**src/rtl/z_core_alu_iter.sv**
```systemverilog
// ---------------------------------------------------------------------------
// z_core_alu_iter
//   Multi-cycle integer execution unit for the Z-Core. Shifts run iteratively,
//   SHIFT_STEP bits per clock. Every other operation completes in one clock.
//   Valid/ready handshakes on both sides let the control FSM stall issue.
//
// Ports
//   clk, rst       clock (rising edge); asynchronous active-high reset
//   in_valid       request valid           in_ready    accepting (IDLE only)
//   alu_inst_type  4-bit op code           alu_in1/2   operands
//   out_valid      result valid (DONE)     out_ready   consumer accepts result
//   alu_out        result                  alu_branch  branch taken (ops 10-15)
//   busy           SHIFT or DONE
// ---------------------------------------------------------------------------
module z_core_alu_iter #(
    parameter int DATA_WIDTH = 32,
    parameter int SHIFT_STEP = 1
) (
    input  logic                  clk,
    input  logic                  rst,
    input  logic                  in_valid,
    output logic                  in_ready,
    input  logic [3:0]            alu_inst_type,
    input  logic [DATA_WIDTH-1:0] alu_in1,
    input  logic [DATA_WIDTH-1:0] alu_in2,
    output logic                  out_valid,
    input  logic                  out_ready,
    output logic [DATA_WIDTH-1:0] alu_out,
    output logic                  alu_branch,
    output logic                  busy
);

    localparam int SA_W = $clog2(DATA_WIDTH);
    // One extra bit so the step size (up to 8) fits even when DATA_WIDTH=8.
    localparam int RW = SA_W + 1;
    localparam logic [RW-1:0] STEP_W = RW'(SHIFT_STEP);

    localparam logic [1:0] S_IDLE  = 2'd0;
    localparam logic [1:0] S_SHIFT = 2'd1;
    localparam logic [1:0] S_DONE  = 2'd2;

    localparam logic [3:0] OP_ADD  = 4'd0;
    localparam logic [3:0] OP_SUB  = 4'd1;
    localparam logic [3:0] OP_SLL  = 4'd2;
    localparam logic [3:0] OP_SLT  = 4'd3;
    localparam logic [3:0] OP_SLTU = 4'd4;
    localparam logic [3:0] OP_XOR  = 4'd5;
    localparam logic [3:0] OP_SRL  = 4'd6;
    localparam logic [3:0] OP_SRA  = 4'd7;
    localparam logic [3:0] OP_OR   = 4'd8;
    localparam logic [3:0] OP_AND  = 4'd9;
    localparam logic [3:0] OP_BEQ  = 4'd10;
    localparam logic [3:0] OP_BNE  = 4'd11;
    localparam logic [3:0] OP_BLT  = 4'd12;
    localparam logic [3:0] OP_BGE  = 4'd13;
    localparam logic [3:0] OP_BLTU = 4'd14;
    localparam logic [3:0] OP_BGEU = 4'd15;

    localparam logic [1:0] K_SLL = 2'd0;
    localparam logic [1:0] K_SRL = 2'd1;
    localparam logic [1:0] K_SRA = 2'd2;

    logic [1:0]            r_state;
    logic [1:0]            r_kind;
    logic [RW-1:0]         r_rem;
    logic [DATA_WIDTH-1:0] r_res;   // shift register, then held result
    logic                  r_branch;

    logic                  w_is_shift;
    logic [1:0]            w_kind;
    logic [RW-1:0]         w_amt;
    logic [RW-1:0]         w_first;
    logic [RW-1:0]         w_rem_after;
    logic                  w_lt_s;
    logic                  w_lt_u;
    logic                  w_eq;
    logic [DATA_WIDTH-1:0] w_res;
    logic                  w_br;
    logic [RW-1:0]         w_step;

    // Shift by a small amount (0..SHIFT_STEP). SRA replicates the current MSB,
    // which always equals the original operand's MSB.
    function automatic logic [DATA_WIDTH-1:0] f_shift(
        input logic [DATA_WIDTH-1:0] v,
        input logic [1:0]            kind,
        input logic [RW-1:0]         n
    );
        logic [DATA_WIDTH-1:0] res;
        case (kind)
            K_SLL:   res = v << n;
            K_SRL:   res = v >> n;
            default: res = $signed(v) >>> n;
        endcase
        f_shift = res;
    endfunction

    function automatic logic [DATA_WIDTH-1:0] f_bit(input logic b);
        f_bit = {{(DATA_WIDTH-1){1'b0}}, b};
    endfunction

    always_comb begin
        w_is_shift = (alu_inst_type == OP_SLL) || (alu_inst_type == OP_SRL) ||
                     (alu_inst_type == OP_SRA);
        case (alu_inst_type)
            OP_SRL:  w_kind = K_SRL;
            OP_SRA:  w_kind = K_SRA;
            default: w_kind = K_SLL;
        endcase
        // Upper bits of alu_in2 are deliberately ignored for the amount.
        w_amt       = {1'b0, alu_in2[SA_W-1:0]};
        // The first step is taken on the capture edge itself, so a shift of
        // N bits reaches DONE after ceil(N/SHIFT_STEP) edges in total.
        w_first     = (w_amt > STEP_W) ? STEP_W : w_amt;
        w_rem_after = w_amt - w_first;

        w_lt_s = $signed(alu_in1) < $signed(alu_in2);
        w_lt_u = alu_in1 < alu_in2;
        w_eq   = alu_in1 == alu_in2;

        w_res = '0;
        w_br  = 1'b0;
        case (alu_inst_type)
            OP_ADD:  w_res = alu_in1 + alu_in2;
            OP_SUB:  w_res = alu_in1 - alu_in2;
            OP_SLT:  w_res = f_bit(w_lt_s);
            OP_SLTU: w_res = f_bit(w_lt_u);
            OP_XOR:  w_res = alu_in1 ^ alu_in2;
            OP_OR:   w_res = alu_in1 | alu_in2;
            OP_AND:  w_res = alu_in1 & alu_in2;
            OP_BEQ:  w_br  = w_eq;
            OP_BNE:  w_br  = !w_eq;
            OP_BLT:  w_br  = w_lt_s;
            OP_BGE:  w_br  = !w_lt_s;
            OP_BLTU: w_br  = w_lt_u;
            OP_BGEU: w_br  = !w_lt_u;
            default: w_res = f_shift(alu_in1, w_kind, w_first);
        endcase
        if (alu_inst_type >= OP_BEQ) begin
            w_res = f_bit(w_br);
        end

        w_step = (r_rem > STEP_W) ? STEP_W : r_rem;
    end

    always_ff @(posedge clk or posedge rst) begin
        if (rst) begin
            r_state  <= S_IDLE;
            r_kind   <= K_SLL;
            r_rem    <= '0;
            r_res    <= '0;
            r_branch <= 1'b0;
        end else begin
            case (r_state)
                S_IDLE: begin
                    if (in_valid) begin
                        r_res    <= w_res;
                        r_branch <= w_br;
                        r_kind   <= w_kind;
                        r_rem    <= w_rem_after;
                        if (w_is_shift && (w_rem_after != '0)) begin
                            r_state <= S_SHIFT;
                        end else begin
                            r_state <= S_DONE;
                        end
                    end
                end
                S_SHIFT: begin
                    r_res <= f_shift(r_res, r_kind, w_step);
                    r_rem <= r_rem - w_step;
                    if (r_rem == w_step) begin
                        r_state <= S_DONE;
                    end
                end
                S_DONE: begin
                    if (out_ready) begin
                        r_state <= S_IDLE;
                    end
                end
                default: r_state <= S_IDLE;
            endcase
        end
    end

    assign in_ready   = (r_state == S_IDLE);
    assign out_valid  = (r_state == S_DONE);
    assign busy       = (r_state != S_IDLE);
    assign alu_out    = r_res;
    assign alu_branch = r_branch;

endmodule

```
**config.mk**
```make
export PLATFORM = sky130hd
export DESIGN_NAME = z_core_alu_iter
export DESIGN_NICKNAME = d
export VERILOG_FILES = /design/src/rtl/z_core_alu_iter.sv
export SDC_FILE = /design/constraint.sdc
export NUM_CORES = 1
export LEC_CHECK = 0
export ABC_AREA = 1
export BUFFER_PORTS_ARGS = -buffer_cell sky130_fd_sc_hd__buf_4
export CORE_AREA = 3 3 162 164
export CTS_BUF_LIST = sky130_fd_sc_hd__clkbuf_4
export CTS_CLUSTER_DIAMETER = 150
export CTS_CLUSTER_SIZE = 25
export DETAILED_ROUTE_END_ITERATION = 10
export DIE_AREA = 0 0 165 167
export GPL_TIMING_DRIVEN = 0
export PLACE_DENSITY = 0.66
export SKIP_LAST_GASP = 1
export SYNTH_ARGS = -nofsm -noshare
export SYNTH_HDL_FRONTEND = slang
export SYNTH_SLANG_ARGS = --single-unit
export TNS_END_PERCENT = 10
```
**constraint.sdc**
```tcl
create_clock -name clk -period 2.5 [get_ports clk]
set_clock_uncertainty 0.15 [all_clocks]
set_input_delay 0.125 -clock clk [delete_from_list [all_inputs] [get_ports clk]]
set_output_delay 0.125 -clock clk [all_outputs]
set_load 0.05 [all_outputs]
```
; ---- Word-level counts from Yosys, hierarchy flattened
; Cells that the tools add are included.
[word_totals]
reg_bits = 43
input_bits = 72
wordCells = 81
[op_classes]
mux = 17
addsub = 4
n_eq_ne = 24
n_lt_le_gt_ge = 5
n_shift = 6
n_bitwise = 3
reduce_logical = 17
[ops]
columns = operator, count
row1 = 32-bit case mux with 8 select lines, 1
row2 = 32-bit case mux with 2 select lines, 3
row3 = 32-bit < comparator, 2
row4 = 32-bit two-way mux, 2
row5 = 32-bit adder, 1
row6 = 32-bit AND, 1
row7 = 32-bit equality test, 1
row8 = "4-bit equality test, second input constant", 8
row9 = 32-bit OR, 1
row10 = 32-bit by 5-bit << shifter with 32-bit output, 1
row11 = 32-bit by 6-bit << shifter with 32-bit output, 1
row12 = 32-bit by 5-bit right shift with 32-bit output, 1
row13 = 32-bit by 6-bit right shift with 32-bit output, 1
row14 = 32-bit by 5-bit >>> shifter with 32-bit output, 1
row15 = 32-bit by 6-bit >>> shifter with 32-bit output, 1
row16 = 32-bit subtractor, 1
row17 = 32-bit bitwise XOR, 1
row18 = "4-bit by 3-bit equality test with 1-bit output, second input constant", 4
row19 = 6-bit two-way mux, 2
row20 = 6-bit case mux with 2 select lines, 1
row21 = "4-bit by 2-bit equality test with 1-bit output, second input constant", 2
row22 = 2-bit two-way mux, 4
row23 = "2-bit by 1-bit equality test with 1-bit output, second input constant", 3
row24 = 6-bit equality test, 1
row25 = 23 further kinds, 31

; ---- Depth between registers and ports, before layout
; Gate-level depths: netlist (run 1).
[depth]
ltp_word = 8
mapped_depth = 19

; ---- Least setup slack after synthesis (run 1)
; No wires, ideal clock.
[synth_timing]
path_type = reg2reg
start = register r_state[1]
end = register r_res[1], in the netlist alu_out[1]
t_required_ns = 2.219
stages_incl_launch_ff = 9
period_less_slack_ns = 2.357
n_path_buf = 2
t_arrival_ns = 2.076
setup_slack_ns = 0.143
path_cell_list = dfrtp_1 nor2_1 nand2_1 nand2_1 inv_1 buf_2 buf_2 a31oi_1 a22oi_1
[synth_via]
elab_chain_cells = 3
elab_cells_between_ends = 6
classes_between = 2 x eq/ne / 1 x mux / 3 x reduce/logical
[synth_lines]
columns = item, line
row1 = start: declaration, 63  ; logic [1:0] r_state;
row2 = start signal: assignment, 147  ; r_state <= S_IDLE;
row3 = start signal: assignment, 161  ; r_state <= S_SHIFT;
row4 = start signal: assignment, 163  ; r_state <= S_DONE;
row5 = 2-bit logical NOT (*), --
row6 = net in_ready, 22  ; output logic in_ready,
row7 = 2-bit inequality test (no line) or 2-bit nonzero test (tied branches), --
row8 = 2-bit AND reduction (no line), --
row9 = end signal: assignment, 156  ; r_res <= w_res;
row10 = end signal: assignment, 168  ; r_res <= f_shift(r_res, r_kind, w_step);
row11 = end: declaration, 66  ; logic [DATA_WIDTH-1:0] r_res;
; Mark *: on every way through the listed nets, which the timed path passes. The rest lies on a longest branch.
; A chain may end at the register's enable or synchronous reset.

; ---- Final worst setup path (run 1)
[layout_timing]
start = register r_state[0]
end = register r_res[3], in the netlist alu_out[3]
[layout_via]
elab_chain_cells = 3
elab_cells_between_ends = 6
classes_between = 2 x eq/ne / 1 x mux / 3 x reduce/logical
[layout_lines]
columns = item, line
row1 = 2-bit by 1-bit equality test with 1-bit output or 2-bit logical NOT (tied branches), 153  ; case (r_state)
row2 = 2-bit nonzero test (no line) or 2-bit inequality test (tied branches), --
row3 = 2-bit AND reduction (no line), --
; Parallel ways exist; a longest one is shown, timed or not.

==> results of run 1 <==
## layout make-up
type                    count  area, um^2  area share [%]
clock buffers               5        37.5           0.333
diodes                      1        2.50          0.0222
plain buffers              71         460            4.08
well taps                 330         413            3.66
clock inverters             3        15.0           0.133
flip-flops and latches     43        1080            9.54
inverters                 278        1040            9.26
multi-input cells        1295        7330            65.0
repair buffers            116         903            8.01
## through the flow
step / area (um^2) / total power, mW / setup slack (ns) / util [%]
3_3_place_gp: 11100 / 6.53 / -0.164 / 44.4
3_5_place_dp: 11100 / 6.58 / -0.177 / 44.5
6_report: 11300 / 7.05 / 0.0769 / 45.1
5_1_grt: 11300 / 7.59 / -0.0322 / 45.1
2_1_floorplan: 9910 / 4.93 / 0.143 / -
4_1_cts: 11300 / 6.96 / 0.0819 / 45.0
## worst max-delay path, stage by stage (launching register included)
cell,delay [ns]
dfrtp_1,0.42
inv_1,0.08
nor2_4,0.29
inv_2,0.19
nand2_1,0.28
buf_1,0.54
nand2_1,0.12
a31oi_1,0.19
a21oi_1,0.06
## where the power goes
group          internal, mW  switching [mW]  total (mW)
clock network         0.103           0.261       0.364
logic                  1.62            3.68        5.31
registers              1.03           0.347        1.38
total                  2.76            4.29        7.05
## registers in the layout, indices dropped and copies added (netlist names)
register and flops:
alu_branch 1, alu_out 32, r_rem 6, r_state 2
r_kind 2
## cell families (layout without fill, tap and decap cells)
kind of cell	Yosys count	count (layout)
AOI/OAI and AO/OA	399	399
xor gates and xnor gates	7	7
adders and majority gates	109	109
buffers and inverters	349	473
DFF	43	43
other	0	1
and+or+nand+nor	780	780
## timing repair
| item | 4_1_cts | 5_1_grt |
|---|---|---|
| endpoints found under the hold margin | 47 | 2 |
| endpoints found under the setup margin | 0 | 3 |
| hold buffers | 7 | 1 |
| resized for setup | 0 | 1 |
## how the worst max path moves through the flow
stage,start,endpoint,depth (start not counted)
floorplan,r_state[1],alu_out[1],8
global placement,alu_in1[12],alu_out[0],15
global route,r_state[0],alu_out[1],9
detailed placement,alu_in1[12],alu_out[0],15
CTS,r_state[0],alu_out[1],9
finish,r_state[0],alu_out[3],8
## Yosys cell counts (all sizes together)
master   instances  area (um^2)
o21bai           9         67.6
nand4           20          125
dfrtp           43         1080
nand3b           2         15.0
a21oi          120          657
o221ai          19          166
a22oi            4         35.0
nand2          435         1720
a221oi          21          184
o211a            1         10.0
nor3            17          100
o21ai          123          631
clkinv           3         12.5
o21a             6         45.0
nand3          150          771
o31ai            3         22.5
or2              2         12.5
clkbuf          12         45.0
ha             107         1340
a21o             1         7.51
a31oi           13         81.3
o311ai           2         17.5
nor2           150          643
o22ai           21          131
xor2             7         61.3
a211oi          15          113
o2111ai          3         26.3
nor4             2         12.5
a21boi          20          150
inv            275         1030
and2             2         12.5
a2bb2oi          2         17.5
buf             59          415
fa               2         40.0
o211ai          16          120
## per-layer routing
| layer | wire [um] | up-vias |
|---|---|---|
| met3 | 3940 | 126 |
| met1 | 17600 | 5499 |
| met2 | 18300 | 681 |
| met4 | 2290 | 0 |
| li1 | - | 5821 |
| met5 | 0 | - |
==> reports/metrics.cfg, run 1 <==
[die]
die_area_um2 = 27600
ios = 108
num_rows = 58
core_area_um2 = 25000
die_w_um = 165
die_h_um = 167
initial_core_util_pct = 39.6

[synth]
avgSynthCellArea_um2 = 5.87
synth_top_family_by_area = simple AND/OR/NAND/NOR gates
synth-seq-cells = 43
synthAdderAreaFrac_pct = 13.9
syn-num-nets = 1868
synthXorXnorAreaFrac_pct = 0.619
synth_compound_area_share_pct = 25.0
synth_warnings = 0
synth_cells = 1687
muxShareOfSynthArea_pct = 0
synth_simple_gate_area_share_pct = 34.4
synth.distinct_cells = 55
yosysSeqAreaShare_pct = 10.9
synth_area_um2 = 9910

[cts]
clk_transition_reported_paths_ns = 0.15
clk_path_buf_depth = 2
cts-root-buf = clkbuf_4
htreeDepth = 2
clkLatencyLatePin_ns = 0.39
cts.sinks = 43
postCtsSetupBuffers = 0
cts_tree = done
cts_buffers = 5

[critical_path]
worst_ep_required_time_ns = 2.64
critPathMaxFanout = 10
cp-start-kind = register
critPathArrivalTime_ns = 2.56
r2r_end = alu_out[3]
worstSetupPathType = reg2reg
rr_startpoint = r_state[0]
rrSetupSlack_ns = 0.08
crit_path_end_kind = register
reg2reg_depth = 8

[finish]
fin_nets = 1991
fin_cells = 2142
mostFrequentLayoutCells = nand2_1, inv_1, nand3_1, nor2_1, buf_4
areaGrowthSynthToFinish_pct = 13.9
final_common_cell = nand2_1
final_layout_size_suffix_gt1_share_pct = 14.5
fillers = 2757

[global_route]
grt.overflow.total = 0
grt.met2_usage_pct = 46.1
grt_pass1_wl_um = 63800
busiest_layer = met2
antenna_found_initial = 0
grtUsageMet1_pct = 40.5
grt_usage_pct = 29.7
grt_pass1_vias = 11200
grt_max_degree = 40
globalRouteMet3Util_pct = 4.45

[routing]
vias_per_cell = 5.66
wl_per_cell_um = 19.7
drtIter0Drc = 1524
antenna_left = 0
drc_errors = 0
via_count = 12100
dr.pass1.iters = 8
wl_um = 42200

[sta]
setup_viol = 0
period_needed_ns = 2.42
worst_slew_pin_slew_ns = 0.724
clock.fmax_mhz = 413
grt_setup_unrepaired = yes
holdWs_ns = 0.0182
hold_viol_final = 0
finalMaxSlewViolations = 0
maxSlewHeadroom_pct = 51.3
tns_ns = 0
final.period_utilization_pct = 96.9

[power]
ir_drop_mv = 0.675
power_leakage_nw = 5.97
powerDensity_nw_per_um2 = 625

[hold_path]
hp-class = in2reg
worstHoldPathCells = 3
hold-path-endpoint = r_kind[0]
hp-start = alu_inst_type[1]

[placed_design]
gp_congestion = 1.04
post-dp-hpwl_um = 34700
place_inst = 2125
place.port_buffers = 107

[run]
maxCapViolations = 0

[run_status]
outcome = finished, final reports clean

Note: power is estimated with default switching activity, not from simulation.
==> run 2, diff against run 1 <==
ABC_AREA = not set   (was 1)
CORE_AREA = 3 3 149 151   (was 3 3 162 164)
DIE_AREA = 0 0 152 154   (was 0 0 165 167)
PLACE_DENSITY = 0.67   (was 0.66)
==> reports/metrics.cfg, run 2 <==
[run_status]
outcome = complete, but fails checks
violations = setup timing

[sta]
clock.fmax_mhz = 346  ; -16%
period_needed_ns = 2.89  ; +0.469 ns
worst_slew_pin_slew_ns = 0.842  ; +0.118 ns
maxSlewHeadroom_pct = 43.9  ; -7.4 points
setup_ws_ns = -0.392  ; -0.469 ns
setup_viol = 30  ; +30
hold_viol_final = 0  ; unchanged
final.period_utilization_pct = 116  ; +19 points
grt_setup_unrepaired = yes
finalMaxSlewViolations = 0  ; unchanged
tns_ns = -6.75  ; -6.75 ns

[die]
die_w_um = 152  ; -7.9%
initial_core_util_pct = 40.0  ; +0.44 points
ios = 108  ; unchanged
die_area_um2 = 23400  ; -15%
core_area_um2 = 21000  ; -16%
die_h_um = 154  ; -7.8%
num_rows = 53  ; -8.6%

[global_route]
grt_usage_pct = 30.0  ; +0.37 points
grt_pass1_wl_um = 56300  ; -12%
grt.overflow.total = 0  ; unchanged
grt_max_degree = 42  ; +5.0%
antenna_found_initial = 0  ; unchanged
grt_pass1_vias = 9668  ; -13%

[synth]
async_flop_share_pct = 100  ; unchanged
synth-edff-count = 0  ; unchanged
synth_cells = 1257  ; -25%
synth_top_cell_by_area = ha_1
synth-seq-cells = 43  ; unchanged
synth.area.top_cells = ha_1, dfrtp_1, a21oi_1
synth.distinct_cells = 74  ; +35%
synthTopCellsByCount = nand2_1, a21oi_1, nor2_1
synth_top_area_share_pct = 16.0  ; +0.36 points
avgSynthCellArea_um2 = 6.67  ; +14%
ys.flop_type = dfrtp_1
synth_area_um2 = 8390  ; -15%
synth_warnings = 0  ; unchanged
syn-num-nets = 1438  ; -23%
post-synth-top-count-cell = nand2_1
yosysSeqAreaShare_pct = 12.8  ; +2.0 points

[hold_path]
hp-class = in2reg
worstHoldPathCells = 5  ; +2

[routing]
wl_per_cell_um = 22.8  ; +16%
drtIter0Drc = 1281  ; -16%
vias_per_cell = 6.36  ; +12%
via_count = 10600  ; -12%
drc_errors = 0  ; unchanged
wl_met3_um = 4880  ; +24%
top_layer_used = met4
met1_length_um = 15400  ; -12%
wl_um = 38100  ; -9.6%
wl_met2_um = 16400  ; -11%
dr.pass1.iters = 7  ; -1
antenna_left = 0  ; unchanged

[power]
power_mw = 6.39  ; -9.3%
ir_drop_mv = 0.430  ; -36%
power_leakage_nw = 4.59  ; -23%
powerDensity_nw_per_um2 = 594  ; -4.9%

[finish]
fillers = 2168  ; -21%
final_layout_size_suffix_gt1_share_pct = 23.2  ; +8.8 points
mostFrequentLayoutCells = nand2_1, a21oi_1, buf_4, nor2_1, ha_1
final_common_cell = nand2_1
largest_reg_flops = 32  ; unchanged
fin_nets = 1578  ; -21%
diodes = 0  ; -1
postLayoutCoreUtil_pct = 51.3  ; +6.3 points
areaGrowthSynthToFinish_pct = 28.3
design_area_um2 = 10800  ; -4.7%

[cts]
clkLatencyLatePin_ns = 0.39  ; about the same
cts.sinks = 43  ; unchanged
cts-root-buf = clkbuf_4
cts_tree = done
clk_transition_reported_paths_ns = 0.14  ; about the same
cts_buffers = 5  ; unchanged
clk_path_buf_depth = 2  ; unchanged
htreeDepth = 2  ; unchanged

[placed_design]
post-dp-hpwl_um = 28700  ; -17%
gp_congestion = 0.994  ; -4.6%
dpl-instance-area_um2 = 9640  ; -14%
place.port_buffers = 106  ; -0.93%

[critical_path]
cp-start-kind = input pin
worst_ep_required_time_ns = 2.66  ; +0.02 ns
worstSetupPathType = in2reg
critPathArrivalTime_ns = 3.06  ; +0.50 ns
reg2reg_depth = 9  ; +1
critPathMaxFanout = 10  ; unchanged
crit_path_end_kind = register

[run]
maxCapViolations = 0  ; unchanged

==> run 2: metrics by stage <==
stage	worst slack (ns)	hold slack (ns)	cells
2_1_floorplan	-0.544	0.191	1257
3_3_place_gp	-2.05	0.313	1638
3_5_place_dp	-1.77	-0.148	1640
4_1_cts	-0.407	0.104	1664
5_1_grt	-0.393	0.116	1673
6_report	-0.392	0.0875	1673
==> run 2: logic make-up (layout without fill, tap and decap cells) <==
logic type                 count (synthesis)  count (layout)  synth area share [%]
adders and majority gates                109             109                  16.4
and+or+nand+nor                          405             405                  21.5
buffers and inverters                    184             325                  8.43
AOI/OAI and AO/OA                        486             486                  37.4
muxes                                     15              15                  1.84
xor gates and xnor gates                  15              15                  1.57
DFF                                       43              43                  12.8
==> run 2: final cells by class <==
type | instances | area (um^2) | area share [%]
Multi-Input combinational cell | 1030 | 7380 | 68.7
Inverter | 102 | 408 | 3.79
Clock inverter | 2 | 12.5 | 0.116
Clock buffer | 6 | 45.0 | 0.419
Buffer | 70 | 338 | 3.14
Timing Repair Buffer | 145 | 1150 | 10.7
Tap cell | 275 | 344 | 3.20
Sequential cell | 43 | 1080 | 10.0
==> run 2: metal layers <==
| metal | vias to the layer above | GRT usage, % |
|---|---|---|
| met1 | 4925 | 40.3 |
| li1 | 4830 | - |
| met2 | 753 | 47.2 |
| met4 | 0 | 10.1 |
| met5 | - | 0 |
| met3 | 134 | 7.49 |
==> run 2: worst max-delay path: stages <==
cell	delay, ns
buf_4	0.11
clkbuf_1	0.42
nor3b_2	0.53
clkbuf_2	0.42
clkbuf_1	0.68
a221oi_1	0.17
a21oi_1	0.35
a21oi_1	0.07
o21ai_0	0.16
==> run 2: what timing repair did <==
item / CTS / global route
hold buffers: 4 / 0
setup endpoints to repair: 33 / 35
hold endpoints to repair: 46 / 0
pin swaps: 33 / 52
resized for setup: 97 / 136
setup buffers: 18 / 15
==> run 2: worst paths after layout <==
path / slack (ns) / to / from
hold / removal: 0.09 / r_rem[2] / alu_in2[2]
max in group asynchronous: 1.22 / alu_out[19] / rst
setup / recovery: -0.39 / alu_out[6] / alu_inst_type[3]
hold reg to reg: 0.38 / r_rem[5] / r_rem[5]
setup reg to reg: -0.32 / alu_out[24] / r_state[1]
min in group asynchronous: 0.57 / alu_out[27] / rst
==> run 2: power breakdown <==
| group | switching, mW | internal (mW) |
|---|---|---|
| Clock | 0.252 | 0.120 |
| Combinational | 3.11 | 1.57 |
| Sequential | 0.372 | 0.973 |
==> run 3, diff against run 2 <==
clock period = 2.9 ns   (was 2.5 ns; I/O delays follow)
==> reports/metrics.cfg, run 3 (synthesized netlist as in run 2, its figures left out) <==
[run_status]
outcome = complete, but fails checks
violations = setup timing

[finish]
final_layout_size_suffix_gt1_share_pct = 18.7  ; -4.6 points
areaGrowthSynthToFinish_pct = 23.4
fillers = 2216  ; +2.2%
fin_nets = 1567  ; -0.70%
diodes = 0  ; unchanged
final_common_cell = nand2_1
mostFrequentLayoutCells = nand2_1, a21oi_1, buf_4, nor2_1, ha_1
largest_reg_flops = 32  ; unchanged
fin_cells = 1662  ; -0.66%

[placed_design]
place.port_buffers = 106  ; unchanged
place_inst = 1640  ; unchanged
gp_congestion = 0.994  ; unchanged
post-dp-hpwl_um = 28700  ; unchanged
pre_cts_slack_ns = -1.39  ; +0.380 ns

[hold_path]
hp-class = in2async

[critical_path]
cp-start-kind = input pin
worstSetupPathType = in2reg
r2r_end = alu_out[24]
crit_path_end_kind = register
startpoint = alu_inst_type[1]
critPathTopFamily = buffers and inverters
reg2reg_depth = 9  ; unchanged
critPathArrivalTime_ns = 3.23  ; +0.17 ns
cp_slowest_cell = nor3b_1
crit_chain = clkbuf_1 -> nand2b_1 -> nor3b_1 -> clkbuf_2 -> clkbuf_1 -> a221oi_1 -> a21oi_1 -> a21oi_1 -> o21ai_0
slowest_delay_ns = 0.70  ; +0.02 ns
rr_startpoint = r_state[1]
rrSetupSlack_ns = 0.03  ; +0.35 ns
critPathMaxFanout = 10  ; unchanged
path_buf_inv = 3  ; -1
worst_ep_required_time_ns = 3.06  ; +0.40 ns

[power]
seqPwrFrac_pct = 21.4  ; +0.4 points
power_leakage_nw = 4.47  ; -2.8%
p_int_mw = 2.23  ; -16%
p_clk_share_pct = 6.0  ; +0.2 points
ir_drop_mv = 0.372  ; -13%
p_switching_mw = 3.17  ; -15%
pwr-share-comb_pct = 72.6  ; -0.6 points
swShare_pct = 58.7  ; +0.30 points
powerDensity_nw_per_um2 = 522  ; -12%

[global_route]
antenna_found_initial = 0  ; unchanged
grt.overflow.total = 0  ; unchanged
grt_usage_pct = 29.7  ; -0.35 points
grt_max_degree = 42  ; unchanged
grt_pass1_vias = 9535  ; -1.4%
grt_pass1_wl_um = 55700  ; -1.1%

[sta]
clock.fmax_mhz = 326
grt_setup_unrepaired = yes
tns_ns = -1.16  ; +5.59 ns
maxSlewHeadroom_pct = 24.6  ; -19 points
period_needed_ns = 3.07
hold_viol_final = 0  ; unchanged
final.period_utilization_pct = 106
worst_slew_pin_slew_ns = 1.12  ; +0.282 ns
setup_ws_ns = -0.168  ; +0.224 ns
setup_viol = 20  ; -33%
finalMaxSlewViolations = 0  ; unchanged
holdWs_ns = 0.0236  ; -0.0639 ns

[routing]
via_count = 10500  ; -0.95%
wl_um = 37700  ; -1.2%
vias_per_cell = 6.34  ; -0.29%
drtIter0Drc = 1283  ; +0.16%
antenna_left = 0  ; unchanged
drc_errors = 0  ; unchanged
wl_per_cell_um = 22.7  ; -0.54%
dr.pass1.iters = 6  ; -1

[cts]
htreeDepth = 2  ; unchanged
clk_transition_reported_paths_ns = 0.14  ; about the same
clk_path_buf_depth = 2  ; unchanged
cts.sinks = 43  ; unchanged
cts_tree = done
clkLatencyLatePin_ns = 0.38  ; about the same
cts-root-buf = clkbuf_4
cts_buffers = 5  ; unchanged

[die]
num_rows = 53  ; unchanged
die_area_um2 = 23400  ; unchanged
ios = 108  ; unchanged
die_w_um = 152  ; unchanged
initial_core_util_pct = 40.0  ; unchanged
core_area_um2 = 21000  ; unchanged
die_h_um = 154  ; unchanged

[run]
maxCapViolations = 0  ; unchanged

run 3: changes by cell type in the layout (fill, tap and decap cells not counted), sizes merged:
cell         delta
clkinvlp        +1
clkbuf          +3
buf            -13
dlygate4sd3     -1
inv             -1
run 3: final cells by class:
| type | instances | area (um^2) | area share (%) |
|---|---|---|---|
| Timing Repair Buffer | 129 | 1010 | 9.78 |
| Sequential cell | 43 | 1080 | 10.4 |
| Clock buffer | 6 | 45.0 | 0.435 |
| Tap cell | 275 | 344 | 3.33 |
| Clock inverter | 2 | 12.5 | 0.121 |
| Multi-Input combinational cell | 1030 | 7120 | 68.8 |
| Buffer | 75 | 339 | 3.28 |
| Inverter | 102 | 402 | 3.88 |
run 3: metal layers:
metal / global-route usage [%] / routed length, um
met5: 0 / 0
met4: 9.03 / 1440
met3: 7.32 / 4630
met2: 46.8 / 16200
met1: 40.1 / 15400
run 3: worst reg2reg max path: cells and delay by family, from the launching register on:
family	cells	cell delay (ns)
AND/OR/NAND/NOR	3	0.74
buffers and inverters	1	0.20
flip-flops	1	0.49
AO/OA/AOI/OAI	5	1.18
run 3: worst max path at each step:
stage,depth (start not counted),slack [ns],to
final,9,-0.17,alu_out[6]
after global routing,10,-0.15,alu_out[6]
after CTS,13,-0.16,alu_out[31]
after detailed placement,14,-1.39,alu_out[18]
after global placement,8,-1.67,alu_out[22]
after floorplan,11,-0.16,alu_out[0]
run 3: power by group through the flow:
stage	clock network [mW]	logic, mW	registers [mW]
4_1_cts	0.324	3.70	1.14
3_5_place_dp	0	3.63	1.16
6_report	0.321	3.92	1.16
2_1_floorplan	0	1.86	1.70
3_3_place_gp	0	3.61	1.15
5_1_grt	0.348	4.16	1.19
run 3: repair_timing:
item | CTS | global route
resized for setup | 39 | 96
endpoints found under the setup margin | 27 | 32
pin swaps | 11 | 28
endpoints found under the hold margin | 46 | 0
hold buffers | 3 | 0
buffers inserted | 4 | 14
run 3: stage by stage:
| step | util (%) | power, mW | cell area, um^2 |
|---|---|---|---|
| floorplan | - | 3.56 | 8460 |
| global placement | 45.8 | 4.76 | 9600 |
| detailed placement | 46.0 | 4.79 | 9640 |
| CTS | 47.3 | 5.17 | 9910 |
| global route | 49.4 | 5.69 | 10300 |
| finish | 49.4 | 5.40 | 10300 |
